<file path="config.mk">
export PLATFORM = sky130hd
export DESIGN_NAME = varredura_display_paginas
export DESIGN_NICKNAME = d
export VERILOG_FILES = /design/src/rtl/varredura_display_paginas.sv
export SDC_FILE = /design/constraint.sdc
export NUM_CORES = 1
export LEC_CHECK = 0
export ABC_AREA = 1
export CORE_MARGIN = 1.5
export CORE_UTILIZATION = 35
export CTS_CLUSTER_DIAMETER = 200
export CTS_CLUSTER_SIZE = 14
export DETAILED_ROUTE_END_ITERATION = 12
export PLACE_DENSITY_LB_ADDON = 0.2
export SETUP_SLACK_MARGIN = 0.2
export SLEW_MARGIN = 20
export SYNTH_ARGS = -nofsm -noshare
export SYNTH_HDL_FRONTEND = slang
export SYNTH_SLANG_ARGS = --single-unit
</file>
<file path="constraint.sdc">
create_clock -name clock -period 3.1 [get_ports clock]
set_clock_uncertainty 0.1 [all_clocks]
set_input_delay 0.465 -clock clock [delete_from_list [all_inputs] [get_ports clock]]
set_output_delay 0.465 -clock clock [all_outputs]
set_load 0.005 [all_outputs]
</file>
<file path="src/rtl/varredura_display_paginas.sv">
// Time-multiplexed anode scanner for an N-digit 7-segment display with two
// alternating pages (placar = page 0, cronometro = page 1).
// Optional feature macro: SCAN_BLANK_EN (anti-ghosting blank at end of each slot).
//
// The tick/digit/page/frame registers hold the scan position that the next
// enabled edge will present. That edge copies the position into the registered
// outputs and advances the counters, which gives the one-cycle load latency
// after reset and lets a disabled scan resume exactly where it stopped.
module varredura_display_paginas #(
  parameter int unsigned            N_DIGITS     = 4,
  parameter int unsigned            SCAN_DIV     = 50000,
  parameter int unsigned            PAGE_FRAMES  = 250,
  parameter logic [N_DIGITS-1:0]    PLACAR_MASK  = {N_DIGITS{1'b1}},
  parameter logic [N_DIGITS-1:0]    CRON_MASK    = N_DIGITS'(4'b0110),
  parameter int unsigned            BLANK_CYCLES = 16
) (
  input  logic                        clock,
  input  logic                        reset_n,
  input  logic                        enable,
  input  logic                        force_page_en,
  input  logic                        force_page,
  output logic [N_DIGITS-1:0]         anodo,
  output logic [$clog2(N_DIGITS)-1:0] digit_sel,
  output logic                        page,
  output logic                        frame_start
);

  localparam int unsigned DW = $clog2(N_DIGITS);
  localparam int unsigned TW = $clog2(SCAN_DIV);
  localparam int unsigned FW = $clog2(PAGE_FRAMES) + 1;
  localparam logic [N_DIGITS-1:0] MSB_ONE = {1'b1, {(N_DIGITS-1){1'b0}}};

  // Reject configurations the scanner cannot represent.
  if (N_DIGITS < 2 || SCAN_DIV < 2 || PAGE_FRAMES < 1 || BLANK_CYCLES >= SCAN_DIV) begin : g_bad_cfg
    $error("varredura_display_paginas: invalid parameter set");
  end

  logic [TW-1:0] tick, tick_nxt;
  logic [DW-1:0] pos_digit, digit_nxt;
  logic          pos_page, page_nxt;
  logic [FW-1:0] frames, frames_nxt;

  logic [N_DIGITS-1:0] anodo_c;
  logic                frame_start_c;
  logic                last_tick;
  logic                last_digit;

  // Scan position advance, page alternation and force sampling at frame boundary.
  always_comb begin
    tick_nxt   = tick;
    digit_nxt  = pos_digit;
    page_nxt   = pos_page;
    frames_nxt = frames;
    last_tick  = (tick == TW'(SCAN_DIV - 1));
    last_digit = (pos_digit == DW'(N_DIGITS - 1));
    if (enable) begin
      if (last_tick) begin
        tick_nxt = '0;
        if (last_digit) begin
          digit_nxt = '0;
          if (force_page_en) begin
            page_nxt   = force_page;
            frames_nxt = '0;
          end else if (frames == FW'(PAGE_FRAMES - 1)) begin
            page_nxt   = ~pos_page;
            frames_nxt = '0;
          end else begin
            frames_nxt = frames + FW'(1);
          end
        end else begin
          digit_nxt = pos_digit + DW'(1);
        end
      end else begin
        tick_nxt = tick + TW'(1);
      end
    end
  end

  // Anode pattern and frame marker for the position about to be presented.
  always_comb begin
    anodo_c       = ~((MSB_ONE >> pos_digit) & (pos_page ? CRON_MASK : PLACAR_MASK));
`ifdef SCAN_BLANK_EN
    if (tick >= TW'(SCAN_DIV - BLANK_CYCLES)) begin
      anodo_c = '1;
    end
`endif
    frame_start_c = (tick == '0) && (pos_digit == '0);
  end

  // Position counters and registered outputs, synchronous active-low reset.
  always_ff @(posedge clock) begin
    if (!reset_n) begin
      tick        <= '0;
      pos_digit   <= '0;
      pos_page    <= 1'b0;
      frames      <= '0;
      anodo       <= '1;
      digit_sel   <= '0;
      page        <= 1'b0;
      frame_start <= 1'b0;
    end else begin
      tick      <= tick_nxt;
      pos_digit <= digit_nxt;
      pos_page  <= page_nxt;
      frames    <= frames_nxt;
      if (enable) begin
        anodo       <= anodo_c;
        digit_sel   <= pos_digit;
        page        <= pos_page;
        frame_start <= frame_start_c;
      end else begin
        anodo       <= '1;
        frame_start <= 1'b0;
      end
    end
  end

endmodule

</file>
# After elaboration in Yosys (flattened, before gate mapping)
# Cells that the tools add are included.
dict set report word_totals {
  regBits 36
  latch_bits 0
  ramBits 0
  mem_bits_ro 0
  input_bits 5
  output_inout_bits 8
  elab_cells 33
  memories 0
}
dict set report op_classes {
  addsub 3
  multipliers 0
  n_div 0
  order_cmp 0
  eq_ne 3
  shifts 1
  n_mux 7
  bitwise_logic 3
  reduce_logical 8
}
# op n
set ops {}
lappend ops {{9-bit 2-to-1 mux} 2}
lappend ops {{16-bit by 1-bit adder with 16-bit output, second input constant} 1}
lappend ops {{16-bit == test, second input constant} 1}
lappend ops {{16-bit zero test} 1}
lappend ops {{16-bit 2-to-1 mux} 1}
lappend ops {{9-bit by 1-bit adder with 9-bit output, second input constant} 1}
lappend ops {{9-bit by 8-bit == test with 1-bit output, second input constant} 1}
lappend ops {{4-bit AND} 1}
lappend ops {{4-bit 2-to-1 mux} 1}
lappend ops {{4-bit inverter} 1}
lappend ops {{2-bit AND reduction} 2}
lappend ops {{4-bit AND reduction} 1}
lappend ops {{4-bit by 2-bit right shift with 4-bit output, first input constant} 1}
lappend ops {{3-bit AND reduction} 1}
lappend ops {{2-bit by 1-bit adder with 2-bit output, second input constant} 1}
lappend ops {{2-bit == test, second input constant} 1}
lappend ops {{2-bit zero test} 1}
lappend ops {{1-bit 2-to-1 mux} 2}
lappend ops {{2-bit 2-to-1 mux} 1}
lappend ops {{2-bit nonzero test} 1}
lappend ops {{1-bit logical AND} 1}
lappend ops {{1-bit inverter} 1}

# Depth between registers and ports, before layout
dict set report logic_depth {
  ltp_word 3
  mapped_depth 11
  mapped_depth_nobuf 11
}

# Least setup slack after synthesis
# No wires, ideal clock.
dict set report synth_path {
  path_type {register -> register}
  start {register tick[0]}
  end {register tick[14]}
  setup_time_ns 0.113
  arrival_ns 1.244
  required_time_ns 2.887
  path_slack_ns 1.643
  path_stages_with_launch 11
  n_path_buf 0
  synth_period_minus_slack_ns 1.457
  cell_sequence {dfxtp_1 ha_1 nand2_1 nor2_2 nand2_2 nor2_4 nand2_2 inv_1 nand2_1 nor2_1 nor2_1}
}
dict set report synth_via {
  elab_chain_len 2
  elab_cells_between_ends 3
  classes_between {add/sub (1); eq/ne (1); mux (1)}
}
# element line_no
set synth_lines {}
lappend synth_lines {{start: declaration} 38} ;# logic [TW-1:0] tick, tick_nxt;
lappend synth_lines {{start signal: assignment} 102} ;# tick <= tick_nxt;
lappend synth_lines {{16-bit by 1-bit adder with 16-bit output or 16-bit == test (tied branches)} {74, 54}}
lappend synth_lines {{16-bit 2-to-1 mux (*)} 57} ;# if (last_tick) begin
# Every way passes the cells marked *; elsewhere a longest branch is shown, timed or not.
# A chain may end at the register's enable or synchronous reset.

# Final worst setup path
dict set report layout_path {
  start {input port enable}
  end {register pos_page}
}
dict set report layout_via {
  elab_chain_len 1
}
# element line_no
set layout_lines {}
lappend layout_lines {{start: declaration} 19} ;# input logic enable,
lappend layout_lines {{4-bit AND reduction (no source line)} n/a}
lappend layout_lines {{end signal: assignment} 104} ;# pos_page <= page_nxt;
lappend layout_lines {{end: declaration} 40} ;# logic pos_page, page_nxt;
# No other way between the ends.

==> impl_metrics.py <==
metrics = {
    "power": {
        "power_density_mw_per_mm2": 400,
        "vdd_drop_max_mv": 0.132,
        "leakagePower_nw": 0.880,
    },
    "detailed_routing": {
        "ant_nets": 0,
        "viasPerCell": 4.56,
        "drc_errors": 0,
        "wire_per_inst_um": 10.9,
        "routed_wl_um": 3960,
        "drt_iter0_drc": 115,
        "via_count": 1656,
        "dr.pass1.iters": 4,
    },
    "global_routing": {
        "first_global_vias": 1391,
        "antenna_found_initial": 0,
        "grt_max_degree": 15,
        "grt_pass1_wl_um": 6640,
        "grt.total_usage_pct": 15.5,
        "grt_overflow": 0,
    },
    "critical_path": {
        "rrSetupSlack_ps": 1390,
        "crit_arrival_ps": 2060,
        "critPathRequiredTime_ps": 3220,
        "critPathLaunchType": "input pin",
        "worstPathMaxFanout": 12,
        "r2r-start": "tick[0]",
        "critical_path_class": "input pin to register",
        "reg2regPathDepth": 8,
        "r2r-end": "tick[11]",
        "cp-end-kind": "register",
    },
    "timing": {
        "tns_ps": 0,
        "max_slew.worst_pin.slew_ps": 523,
        "finalCritPeriodShare_pct": 62.6,
        "setup_viol": 0,
        "min_period_ps": 1940,
        "rsz0062_at_grt": "false",
        "slew_violations": 0,
        "slew-limit-headroom_pct": 65.0,
        "hold_violations": 0,
        "fmax_ghz": 0.515,
    },
    "cts": {
        "clock_latency_ps": 280,
        "clockBufferDepth": 2,
        "cts.sinks": 36,
        "cts_hold_buf": 0,
        "htreeDepth": 2,
        "cts_tree": "yes",
        "cts_root_buf": "clkbuf_8",
        "numCtsBuffers": 5,
        "clk_pin_slew_ps": 70,
        "ctsResizeCount": 0,
        "post_cts.repair.setup_buffers": 0,
    },
    "die": {
        "core.rowCount": 26,
        "fp.dieH_um": 75.9,
        "io_pins": 13,
        "dieWidth_um": 75.9,
        "initial_core_util_pct": 36.4,
        "core_mm2": 0.00511,
        "dieArea_mm2": 0.00576,
    },
    "yosys": {
        "synth_top_area_share_pct": 38.8,
        "syn_nets": 286,
        "synth_cell_type_count": 28,
        "yosys_warnings": 0,
        "syn_inst": 273,
        "yosysSeqAreaShare_pct": 38.8,
        "synth_area_per_cell_um2": 6.81,
        "synth_area_leaders": "dfxtp_1 (39%), nand2_1 (13%), nor2_1 (10%)",
        "ys_ff_latch": 36,
        "synth_area_mm2": 0.00186,
        "synth_top_area_cell": "dfxtp_1",
    },
    "run": {
        "drv_cap": 0,
    },
    "layout": {
        "final_cell_mix": "nand2_1 (64), nor2_1 (51), dfxtp_1 (36), inv_1 (32), nand3_1 (26)",
        "utilization_pct": 42.3,
        "nets": 305,
        "final_common_cell": "nand2_1",
        "num_antenna_cells": 0,
        "area_growth_pct": 16.2,
        "final_layout_size_suffix_gt1_share_pct": 7.17,
    },
    "min_path": {
        "hp-start": "frames[7]",
        "min_delay_path_depth": 2,
        "hold_path.class": "register to register",
        "whs_endpoint": "frames[7]",
    },
    "placement": {
        "dpl.hpwl_um": 3010,
        "gp_congestion": 0.807,
        "port-buffer-count": 12,
    },
    "outcome": {
        "status": "complete, no violations",
    },
}
[synthesized netlist by cell type, drive strengths merged]
cell / number
nand2: 66
nor2: 56
dfxtp: 36
inv: 33
nand3: 27
a21oi: 15
o21ai: 10
ha: 8
nand4: 4
nor3: 4
buf: 3
a211oi: 2
nor3b: 2
xor2: 2
a31oi: 1
clkbuf: 1
clkinv: 1
nor4: 1
xnor2: 1
[registers in the layout (all words and copies together) (netlist names)]
name	cells
tick	16
frames	9
anodo	4
digit_sel	2
pos_digit	2
frame_start	1
page	1
pos_page	1
[worst max-delay path: stages]
cell             delay [ps]
clkdlybuf4s50_1         450
buf_4                   170
nand2_1                  70
nor2_1                  100
nand2_1                  90
nor2_2                  200
buf_4                   200
nand3_4                  90
nand2_1                  90
nand2_1                  50
nor2_1                   80
[worst max-delay path by stage]
stage | from | to | slack (ps)
6_report | enable | pos_page | 1160
5_1_grt | enable | tick[15] | 960
4_1_cts | enable | pos_page | 1160
3_5_place_dp | enable | pos_page | 870
3_3_place_gp | enable | tick[15] | 870
2_1_floorplan | tick[0] | tick[14] | 1640
[through the flow]
| step | instance area (um2) | setup WS, ps | instances | total power, W | hold slack (ps) |
|---|---|---|---|---|---|
| final | 2160 | 1160 | 363 | 0.000863 | 382 |
| after global routing | 2160 | 961 | 363 | 0.000901 | 409 |
| after CTS | 2160 | 1160 | 363 | 0.000877 | 389 |
| after detailed placement | 2070 | 869 | 355 | 0.000532 | 377 |
| after global placement | 2070 | 866 | 355 | 0.000532 | 370 |
| after floorplan | 1860 | 1640 | 273 | 0.000508 | 351 |
[routing by layer]
metal / vias up / GRT usage [%] / part of all wire [%]
li1: 904 / - / -
met1: 715 / 23.3 / 52
met2: 32 / 21.4 / 42
met3: 5 / 2.78 / 4.0
met4: 0 / 6.55 / 1.6
met5: - / 0 / 0
[cells by family (layout without fill, tap and decap cells)]
logic type / after synthesis / in the layout / share of synthesized area [%]
simple gates: 160 / 160 / 38.2
compound gates: 28 / 28 / 7.87
buf+inv: 38 / 58 / 8.34
flops: 36 / 36 / 38.8
fa+ha+maj: 8 / 8 / 5.38
xor+xnor: 3 / 3 / 1.41
[power by group]
group          switching, W  internal [W]
Sequential       0.00000345      0.000468
Clock              0.000161      0.000181
Combinational     0.0000270     0.0000218
[final cells by class]
class                      instances  area (um2)
fill                             569        2950
timing repair buffer              16         150
sequential                        36         721
inverter                          34         128
tap                               70        87.6
multi-input combinational        199         983
clock buffer                       8        90.1
Note: power is estimated with default switching activity, not from simulation.
